File: src/rtl/mem_wb_stage_if.sv
// MEM->WB stage bus: cache result in, register-file write out,
// plus the EX forwarding lookup and status.
interface mem_wb_stage_if #(
  parameter int DATA_WIDTH = 32,
  parameter int REG_AW     = 5
);
  logic                  inValid;
  logic                  inReady;
  logic [DATA_WIDTH-1:0] readData;
  logic [DATA_WIDTH-1:0] aluResult;
  logic                  memToReg;
  logic                  regWrite;
  logic [REG_AW-1:0]     writeReg;
  logic                  flush;
  logic                  rfWriteEnable;
  logic [REG_AW-1:0]     rfWriteReg;
  logic [DATA_WIDTH-1:0] rfWriteData;
  logic                  rfReady;
  logic [REG_AW-1:0]     fwdQueryReg;
  logic                  fwdHit;
  logic [DATA_WIDTH-1:0] fwdData;
  logic                  poisonSeen;
  logic [15:0]           retiredCount;

  modport master (
    output inValid, readData, aluResult, memToReg,
    output regWrite, writeReg, flush, rfReady,
    output fwdQueryReg,
    input  inReady, rfWriteEnable, rfWriteReg,
    input  rfWriteData, fwdHit, fwdData,
    input  poisonSeen, retiredCount
  );

  modport slave (
    input  inValid, readData, aluResult, memToReg,
    input  regWrite, writeReg, flush, rfReady,
    input  fwdQueryReg,
    output inReady, rfWriteEnable, rfWriteReg,
    output rfWriteData, fwdHit, fwdData,
    output poisonSeen, retiredCount
  );
endinterface

File: src/rtl/mem_wb_stage.sv
// Write-back stage: skid FIFO of MEM results retiring to the
// register file, with youngest-first forwarding lookup.
module mem_wb_stage #(
  parameter int                    DATA_WIDTH = 32,
  parameter int                    REG_AW     = 5,
  parameter int                    DEPTH      = 2,
  parameter int                    ZERO_REG   = 31,
  parameter logic [DATA_WIDTH-1:0] POISON     = 32'hDEADBEEF
) (
  input logic           clock,
  input logic           reset,
  mem_wb_stage_if.slave bus
);
  localparam int PW = $clog2(DEPTH);
  localparam int CW = PW + 1;
  localparam logic [CW-1:0]     FULL = CW'(DEPTH);
  localparam logic [REG_AW-1:0] ZREG = REG_AW'(ZERO_REG);

  typedef struct packed {
    logic [REG_AW-1:0]     rd;
    logic [DATA_WIDTH-1:0] data;
  } entry_t;

  entry_t        slots [DEPTH];
  entry_t        inEntry;
  logic [PW-1:0] head;
  logic [PW-1:0] tail;
  logic [CW-1:0] count;
  logic [15:0]   retired;
  logic          poison;
  logic          notEmpty;
  logic          accept;
  logic          keep;
  logic          pop;
  logic          poisonIn;

  assign notEmpty = (count != '0);
  assign accept   = bus.inValid && (count != FULL);
  assign keep     = accept && bus.regWrite
                    && (bus.writeReg != ZREG);
  assign pop      = notEmpty && bus.rfReady;
  assign poisonIn = accept && bus.memToReg
                    && (bus.readData == POISON);

  assign inEntry.rd   = bus.writeReg;
  assign inEntry.data = bus.memToReg ? bus.readData
                                     : bus.aluResult;

  assign bus.inReady       = (count != FULL);
  assign bus.rfWriteEnable = notEmpty;
  assign bus.rfWriteReg    = notEmpty ? slots[head].rd : '0;
  assign bus.rfWriteData   = notEmpty ? slots[head].data : '0;
  assign bus.retiredCount  = retired;
  assign bus.poisonSeen    = poison;

  always_ff @(posedge clock or negedge reset) begin
    if (!reset) begin
      head    <= '0;
      tail    <= '0;
      count   <= '0;
      retired <= '0;
    end else if (bus.flush) begin
      head  <= '0;
      tail  <= '0;
      count <= '0;
    end else begin
      if (keep) tail <= tail + 1'b1;
      if (pop) begin
        head    <= head + 1'b1;
        retired <= retired + 16'd1;
      end
      count <= count + CW'(keep) - CW'(pop);
    end
  end

  // Storage needs no reset: count gates every read of it.
  always_ff @(posedge clock) begin
    if (keep && !bus.flush) slots[tail] <= inEntry;
  end

  // A flushed input is discarded entirely, poison included.
  always_ff @(posedge clock or negedge reset) begin
    if (!reset) poison <= 1'b0;
    else if (poisonIn && !bus.flush) poison <= 1'b1;
  end

  // Walk oldest to youngest so the last match wins.
  always_comb begin
    logic [PW-1:0] idx;
    idx         = '0;
    bus.fwdHit  = 1'b0;
    bus.fwdData = '0;
    if (bus.fwdQueryReg != ZREG) begin
      for (int i = 0; i < DEPTH; i++) begin
        idx = head + PW'(i);
        if ((CW'(i) < count)
            && (slots[idx].rd == bus.fwdQueryReg)) begin
          bus.fwdHit  = 1'b1;
          bus.fwdData = slots[idx].data;
        end
      end
    end
  end
endmodule
File: src/flat_wrapper.sv
// flat-port wrapper written by rule: the top's interface ports become plain ports
module mem_wb_stage_flat 
#(
  parameter int                    DATA_WIDTH = 32,
  parameter int                    REG_AW     = 5,
  parameter int                    DEPTH      = 2,
  parameter int                    ZERO_REG   = 31,
  parameter logic [DATA_WIDTH-1:0] POISON     = 32'hDEADBEEF
)
  (clock, reset, bus_inValid, bus_readData, bus_aluResult, bus_memToReg, bus_regWrite, bus_writeReg, bus_flush, bus_rfReady, bus_fwdQueryReg, bus_inReady, bus_rfWriteEnable, bus_rfWriteReg, bus_rfWriteData, bus_fwdHit, bus_fwdData, bus_poisonSeen, bus_retiredCount);
  mem_wb_stage_if #(.DATA_WIDTH(DATA_WIDTH), .REG_AW(REG_AW)) bus_i ();
  input logic clock;
  input logic reset;
  input wire logic [$bits(bus_i.inValid)-1:0] bus_inValid;
  input wire logic [$bits(bus_i.readData)-1:0] bus_readData;
  input wire logic [$bits(bus_i.aluResult)-1:0] bus_aluResult;
  input wire logic [$bits(bus_i.memToReg)-1:0] bus_memToReg;
  input wire logic [$bits(bus_i.regWrite)-1:0] bus_regWrite;
  input wire logic [$bits(bus_i.writeReg)-1:0] bus_writeReg;
  input wire logic [$bits(bus_i.flush)-1:0] bus_flush;
  input wire logic [$bits(bus_i.rfReady)-1:0] bus_rfReady;
  input wire logic [$bits(bus_i.fwdQueryReg)-1:0] bus_fwdQueryReg;
  output wire logic [$bits(bus_i.inReady)-1:0] bus_inReady;
  output wire logic [$bits(bus_i.rfWriteEnable)-1:0] bus_rfWriteEnable;
  output wire logic [$bits(bus_i.rfWriteReg)-1:0] bus_rfWriteReg;
  output wire logic [$bits(bus_i.rfWriteData)-1:0] bus_rfWriteData;
  output wire logic [$bits(bus_i.fwdHit)-1:0] bus_fwdHit;
  output wire logic [$bits(bus_i.fwdData)-1:0] bus_fwdData;
  output wire logic [$bits(bus_i.poisonSeen)-1:0] bus_poisonSeen;
  output wire logic [$bits(bus_i.retiredCount)-1:0] bus_retiredCount;
  assign bus_i.inValid = bus_inValid;
  assign bus_i.readData = bus_readData;
  assign bus_i.aluResult = bus_aluResult;
  assign bus_i.memToReg = bus_memToReg;
  assign bus_i.regWrite = bus_regWrite;
  assign bus_i.writeReg = bus_writeReg;
  assign bus_i.flush = bus_flush;
  assign bus_i.rfReady = bus_rfReady;
  assign bus_i.fwdQueryReg = bus_fwdQueryReg;
  assign bus_inReady = bus_i.inReady;
  assign bus_rfWriteEnable = bus_i.rfWriteEnable;
  assign bus_rfWriteReg = bus_i.rfWriteReg;
  assign bus_rfWriteData = bus_i.rfWriteData;
  assign bus_fwdHit = bus_i.fwdHit;
  assign bus_fwdData = bus_i.fwdData;
  assign bus_poisonSeen = bus_i.poisonSeen;
  assign bus_retiredCount = bus_i.retiredCount;
  mem_wb_stage #(.DATA_WIDTH(DATA_WIDTH), .REG_AW(REG_AW), .DEPTH(DEPTH), .ZERO_REG(ZERO_REG), .POISON(POISON)) u_core (.clock(clock), .reset(reset), .bus(bus_i));
endmodule
File: config.mk
export PLATFORM = sky130hd
export DESIGN_NAME = mem_wb_stage_flat
export DESIGN_NICKNAME = d
export VERILOG_FILES = /design/src/rtl/mem_wb_stage_if.sv /design/src/rtl/mem_wb_stage.sv /design/src/flat_wrapper.sv
export SDC_FILE = /design/constraint.sdc
export NUM_CORES = 1
export LEC_CHECK = 0
export BUFFER_PORTS_ARGS = -buffer_cell sky130_fd_sc_hd__buf_4
export CORE_ASPECT_RATIO = 0.8
export CORE_MARGIN = 2
export CORE_UTILIZATION = 58
export CTS_BUF_LIST = sky130_fd_sc_hd__clkbuf_2
export CTS_CLUSTER_DIAMETER = 30
export CTS_CLUSTER_SIZE = 25
export DETAILED_ROUTE_END_ITERATION = 6
export MAX_ROUTING_LAYER = met4
export PLACE_DENSITY = 0.94
export SKIP_CTS_REPAIR_TIMING = 1
export SYNTH_ARGS = -nofsm -noshare
export SYNTH_HDL_FRONTEND = slang
export SYNTH_SLANG_ARGS = --single-unit
File: constraint.sdc
create_clock -name clock -period 9.8 [get_ports clock]
set_clock_uncertainty 0.1 [all_clocks]
set_input_delay 1.47 -clock clock [delete_from_list [all_inputs] [get_ports clock]]
set_output_delay 1.47 -clock clock [all_outputs]
set_load 0.01 [all_outputs]
# Yosys cells after proc, flatten, opt, wreduce, memory -nomap -nowiden
# Memory sizes are Yosys's and may differ from the RTL's.
# Cells that the tools add are included.
[word_totals]
register_bits = 21
ramBits = 74
output_inout_bits = 89
elab_cells = 51
memories = 1
[classes]
addsub = 5
n_lt_le_gt_ge = 2
n_eq_ne = 6
mux = 16
bitwise = 1
n_reduce_logical = 15
[memory_table]
columns = ["name", "words", "width", "read_ports", "rd_clocked_by_memory_dff", "wr", "line", "rtl"]
rows = [
  ["u_core.slots", 2, 37, 2, 0, 1, "mem_wb_stage.sv:24", "entry_t slots [DEPTH];"],
]
[op_table]
columns = ["operator", "n"]
rows = [
  ["32-bit two-way mux", 5],
  ["32-bit == test (second input constant)", 1],
  ["16-bit by 1-bit adder with 16-bit output (second input constant)", 1],
  ["5-bit == test", 2],
  ["1-bit logical AND", 10],
  ["5-bit != test (second input constant)", 2],
  ["1-bit two-way mux", 9],
  ["2-bit nonzero test", 3],
  ["5-bit two-way mux", 1],
  ["1-bit by 2-bit < comparator with 1-bit output (first input constant)", 2],
  ["1-bit adder (second input constant)", 2],
  ["2-bit by 1-bit adder with 2-bit output", 1],
  ["2-bit two-way mux", 1],
  ["2-bit != test (second input constant)", 1],
  ["2-bit AND reduction", 1],
  ["2-bit by 1-bit subtractor with 2-bit output", 1],
  ["1-bit logical NOT", 1],
  ["1-bit inverter", 1],
]

# Depth between registers and ports, before layout
[depth]
ltp_word = 7
ltp_mapped = 8
ltp_nobuf = 8

# Worst setup path after synthesis
# Ideal clock, no wire load.
[synth_path]
path_type = "in2reg"
start = "input port bus_writeReg[2]"
end = "memory u_core.slots[0][0] (netlist bit) (enable)"
arrival_time_ns = 4.703
path_slack_ns = 4.512
path_stages = 3
n_path_buf = 0
cell_sequence = "and3_1 > a31oi_1 > nor3b_1"
[synth_via]
elab_chain_cells = 5
[synth_lines]
columns = ["element", "line", "rtl"]
rows = [
  ["start: declaration", "flat_wrapper.sv:19", "input wire logic [$bits(bus_i.writeReg)-1:0] bus_writeReg;"],
  ["5-bit != test", "mem_wb_stage.sv:40", "&& (bus.writeReg != ZREG);"],
  ["1-bit logical AND", "mem_wb_stage.sv:40", ""],
  ["1-bit logical AND", "mem_wb_stage.sv:78", "if (keep && !bus.flush) slots[tail] <= inEntry;"],
  ["1-bit two-way mux", "mem_wb_stage.sv:78", ""],
  ["1-bit two-way mux (not written as such)", "mem_wb_stage.sv:78", ""],
  ["end: declaration", "mem_wb_stage.sv:24", ""],
]
# No other way between the ends.

# Worst setup path after layout
[layout_path]
start = "register u_core.head"
end = "output port bus_fwdData[1]"
[layout_via]
elab_chain_cells = 6
[layout_lines]
columns = ["element", "line", "rtl"]
rows = [
  ["start: declaration", "mem_wb_stage.sv:26", "logic [PW-1:0] head;"],
  ["start signal: assignment", "mem_wb_stage.sv:69", "head <= head + 1'b1;"],
  ["1-bit adder / memory read 2 x 37 bit (equally long branches)", "n/a", ""],
  ["memory read 2 x 37 bit *", "n/a", ""],
  ["5-bit == test / 1-bit logical AND (equally long branches)", "mem_wb_stage.sv:97", "&& (slots[idx].rd == bus.fwdQueryReg)) begin"],
  ["1-bit logical AND / 32-bit two-way mux (equally long branches)", "mem_wb_stage.sv:97, mem_wb_stage.sv:96", ""],
  ["32-bit two-way mux *", "mem_wb_stage.sv:96", "if ((CW'(i) < count)"],
  ["32-bit two-way mux *", "mem_wb_stage.sv:93", "if (bus.fwdQueryReg != ZREG) begin"],
  ["end: declaration", "flat_wrapper.sv:28", "output wire logic [$bits(bus_i.fwdData)-1:0] bus_fwdData;"],
]
# Every way passes the cells marked *; elsewhere a longest branch is shown, timed or not.

==> impl_results.md <==
* Status: complete, no violations
* # DRC at 0
* Tmin final at ~5.7 ns
* Io pins at 170
* Cell taking the most area after synthesis: edfxtp_1
* Yosys cell types at 37
* Gpl congestion at 0.892
* Post-Route WL at 14400 um
* Die Height at 92.1 um
* Number of synthesized flops with an enable pin at 74
* Total power at 1260 uW
* Clock root cell: clkbuf_2
* Vias per cell at ~6.2
* Worst Hold Class: reg2reg
* MaxCap Viol Count at 0
* Hold Crit Depth at 1
* Skew-Pair Late Insertion Delay at 0.55 ns
* Core ar. at approximately 0.0095 mm2
* Leak at 0.00279 uW
* Post-route clock period utilization at 0.577
* GR Overflow Total at 0
* Maximum number of pins on one net before global-route repair at 66
* CTS Buffer Depth at 2
* Yosys warns at 0
* Slew headroom at 0.162
* RSZ-0062 raised after global routing: false
* R2R depth at 4
* Met1 Track Usage GR at 0.366
* Reg2reg end: u_core.slots[1][1]
* CP Launch Type: flip-flop
* Number of global-route vias before repair at 4440
* First-pass GRT wire length at roughly 22000 um
* Syn Area/Cell at 11.8 um2
* Post-Syn Nets at 560
* Slew @ Worst Pin at between 1 and 1.5 ns
* I/O Buffers at 169
* Hpwl dp at between 10000 and 15000 um
* Initial antenna violation count at 0
* Worst-path clk slew at 0.22 ns
* Register area share after synthesis at 0.489
* Synthesized flop and latch total at 95
* Iter 0 DRT Violations at about 340
* Starting density of the core at 0.590
* Syn Std Cell Area at 0.00562 mm2
* Crit path arrival time at about 4.1 ns
* Setup Viol. Count Final at 0
* Hold worst-path end: u_core.bus.poisonSeen
* Synth area leaders: edfxtp_1, mux2i_1, dfrtp_1, o31ai_2, mux2_2
* H-tree level count at 3
* Sink Count at 95
* Fmax achieved at 177 MHz
* Grt met3 use at 0.0516
* Chip width at 114 um
* Ratio of cells with drive above 1 in the final layout at 0.413
* Endpoint class of the critical path: output pin
* CTS tree: built
* Launching point of the worst reg2reg path: u_core.count[1]
* Synth Flop Type: edfxtp_1
* Synth top cells by count: nor2_1, edfxtp_1, mux2i_1
* Most frequent cell after synthesis: nor2_1
* Die Area at 0.0105 mm2
* GRT Total Usage at 0.283
* Top-area cell type share of the netlist area at 0.395
* Final hold violation count at 0
* Layout Area Growth over Synthesis at 24.5%
* Power per Cell Area at 181 mW/mm2
* Worst min-delay path startpoint: u_core.bus.poisonSeen
* Router iterations before antenna repair at 5
* Max rail drop VDD at 0.000133 V
* GR peak layer: met2
* Critical-path maximum fanout at 33
* Setup_tns at 0 ns
* Total number of vias at 4578
* Avg WL per Cell at about 19 um
* Worst path required time at 8.23 ns
* Nets@finish at 704
* Post-Syn Instances at about 480
* Post-DRT Antenna Nets at 0
* FILL cells at 656
* Num rows at 32
* WS Path Type: reg2out
* Reg-to-reg slack, setup at 7.36 ns
* GR Util met2 at 0.450
* N_diodes at 0
* Ys async rst share at 0.221
* Final Max Slew Viols at 0
* CTS buffer count at 9
## metal layers
layer	routed length, um	vias up	part of all wire
li1	-	2092	-
met1	5840	2211	0.41
met2	7080	246	0.49
met3	1200	29	0.083
met4	297	0	0.021
met5	0	-	0
## placed cells by master (no fill, tap or decap), types with 2 or more instances in the layout
master | synthesis | layout
nor2b_1 | 2 | 2
a21oi_1 | 2 | 2
edfxtp_1 | 74 | 74
xor2_1 | 16 | 16
and4_1 | 2 | 2
mux2_2 | 32 | 32
nor4_1 | 2 | 2
o31ai_2 | 29 | 29
clkinv_2 | 0 | 2
o31ai_1 | 3 | 3
nand4b_1 | 2 | 2
nand3_1 | 8 | 8
clkbuf_2 | 0 | 11
buf_4 | 0 | 174
ha_1 | 3 | 3
dfrtp_1 | 21 | 20
mux2i_1 | 74 | 74
nand4_1 | 6 | 6
o2111ai_1 | 32 | 32
xnor2_1 | 10 | 10
nand2_1 | 10 | 10
clkinv_4 | 0 | 2
o21ai_0 | 2 | 2
inv_1 | 6 | 6
nor2_1 | 79 | 76
and3_1 | 5 | 5
nor4bb_1 | 2 | 2
nor3_1 | 4 | 4
nor2_4 | 0 | 2
## per-stage QoR
stage	cells	setup WS [ns]	utilization	hold slack, ns	area [um2]
2_1_floorplan	476	4.51	-	0.393	5620
3_3_place_gp	728	4.32	0.725	0.348	6910
3_5_place_dp	728	4.24	0.725	0.346	6910
4_1_cts	744	4.19	0.735	0.392	7000
5_1_grt	744	3.94	0.735	0.415	7000
6_report	744	4.14	0.735	0.386	7000
## flip-flops by register name, summed over array words and instances, names as in the netlist
signal	flops
u_core.slots	74
u_core.bus.retiredCount	16
u_core.count	2
u_core.bus.poisonSeen	1
u_core.head	1
u_core.tail	1
## cell type report
cell class,count,area (um2),area share
Timing Repair Buffer,174,1310,0.187
Tap cell,119,149,0.0213
Multi-Input combinational cell,334,2680,0.383
Inverter,6,22.5,0.00322
Sequential cell,95,2750,0.393
Clock buffer,11,55.1,0.00786
Clock inverter,5,33.8,0.00482
## critical path, stage by stage (launching register included)
cell	delay [ns]
dfrtp_4	0.76
mux2i_1	0.30
xor2_1	0.19
nand2_1	0.71
or2_2	0.99
o31ai_1	0.40
buf_4	0.17
## cells by family (layout without fill, tap and decap cells)
logic type,count (synthesis),after routing,synth area share
AND/OR/NAND/NOR,127,127,0.103
multiplexers,106,106,0.196
flip-flops,95,95,0.489
AO/OA/AOI/OAI,72,72,0.127
buffers and inverters,47,196,0.0383
XOR/XNOR,26,26,0.0405
adder cells (fa/ha/maj),3,3,0.00668
## report_power, final
group / switching, uW / internal, uW
clock network: 128 / 36.0
logic: 328 / 265
registers: 41.1 / 467
## worst max path at each step
stage / startpoint / endpoint / slack, ns / cells past startpoint
final: u_core.head / bus_fwdData[1] / 4.14 / 6
after detailed placement: bus_fwdQueryReg[0] / bus_fwdData[1] / 4.24 / 6
after floorplan: bus_writeReg[2] / u_core.slots[0][0] / 4.51 / 3
after CTS: u_core.head / bus_fwdData[1] / 4.19 / 6
after global routing: u_core.head / bus_fwdData[31] / 3.94 / 6
after global placement: bus_fwdQueryReg[0] / bus_fwdData[4] / 4.32 / 6
(Power assumes the default switching activity.)
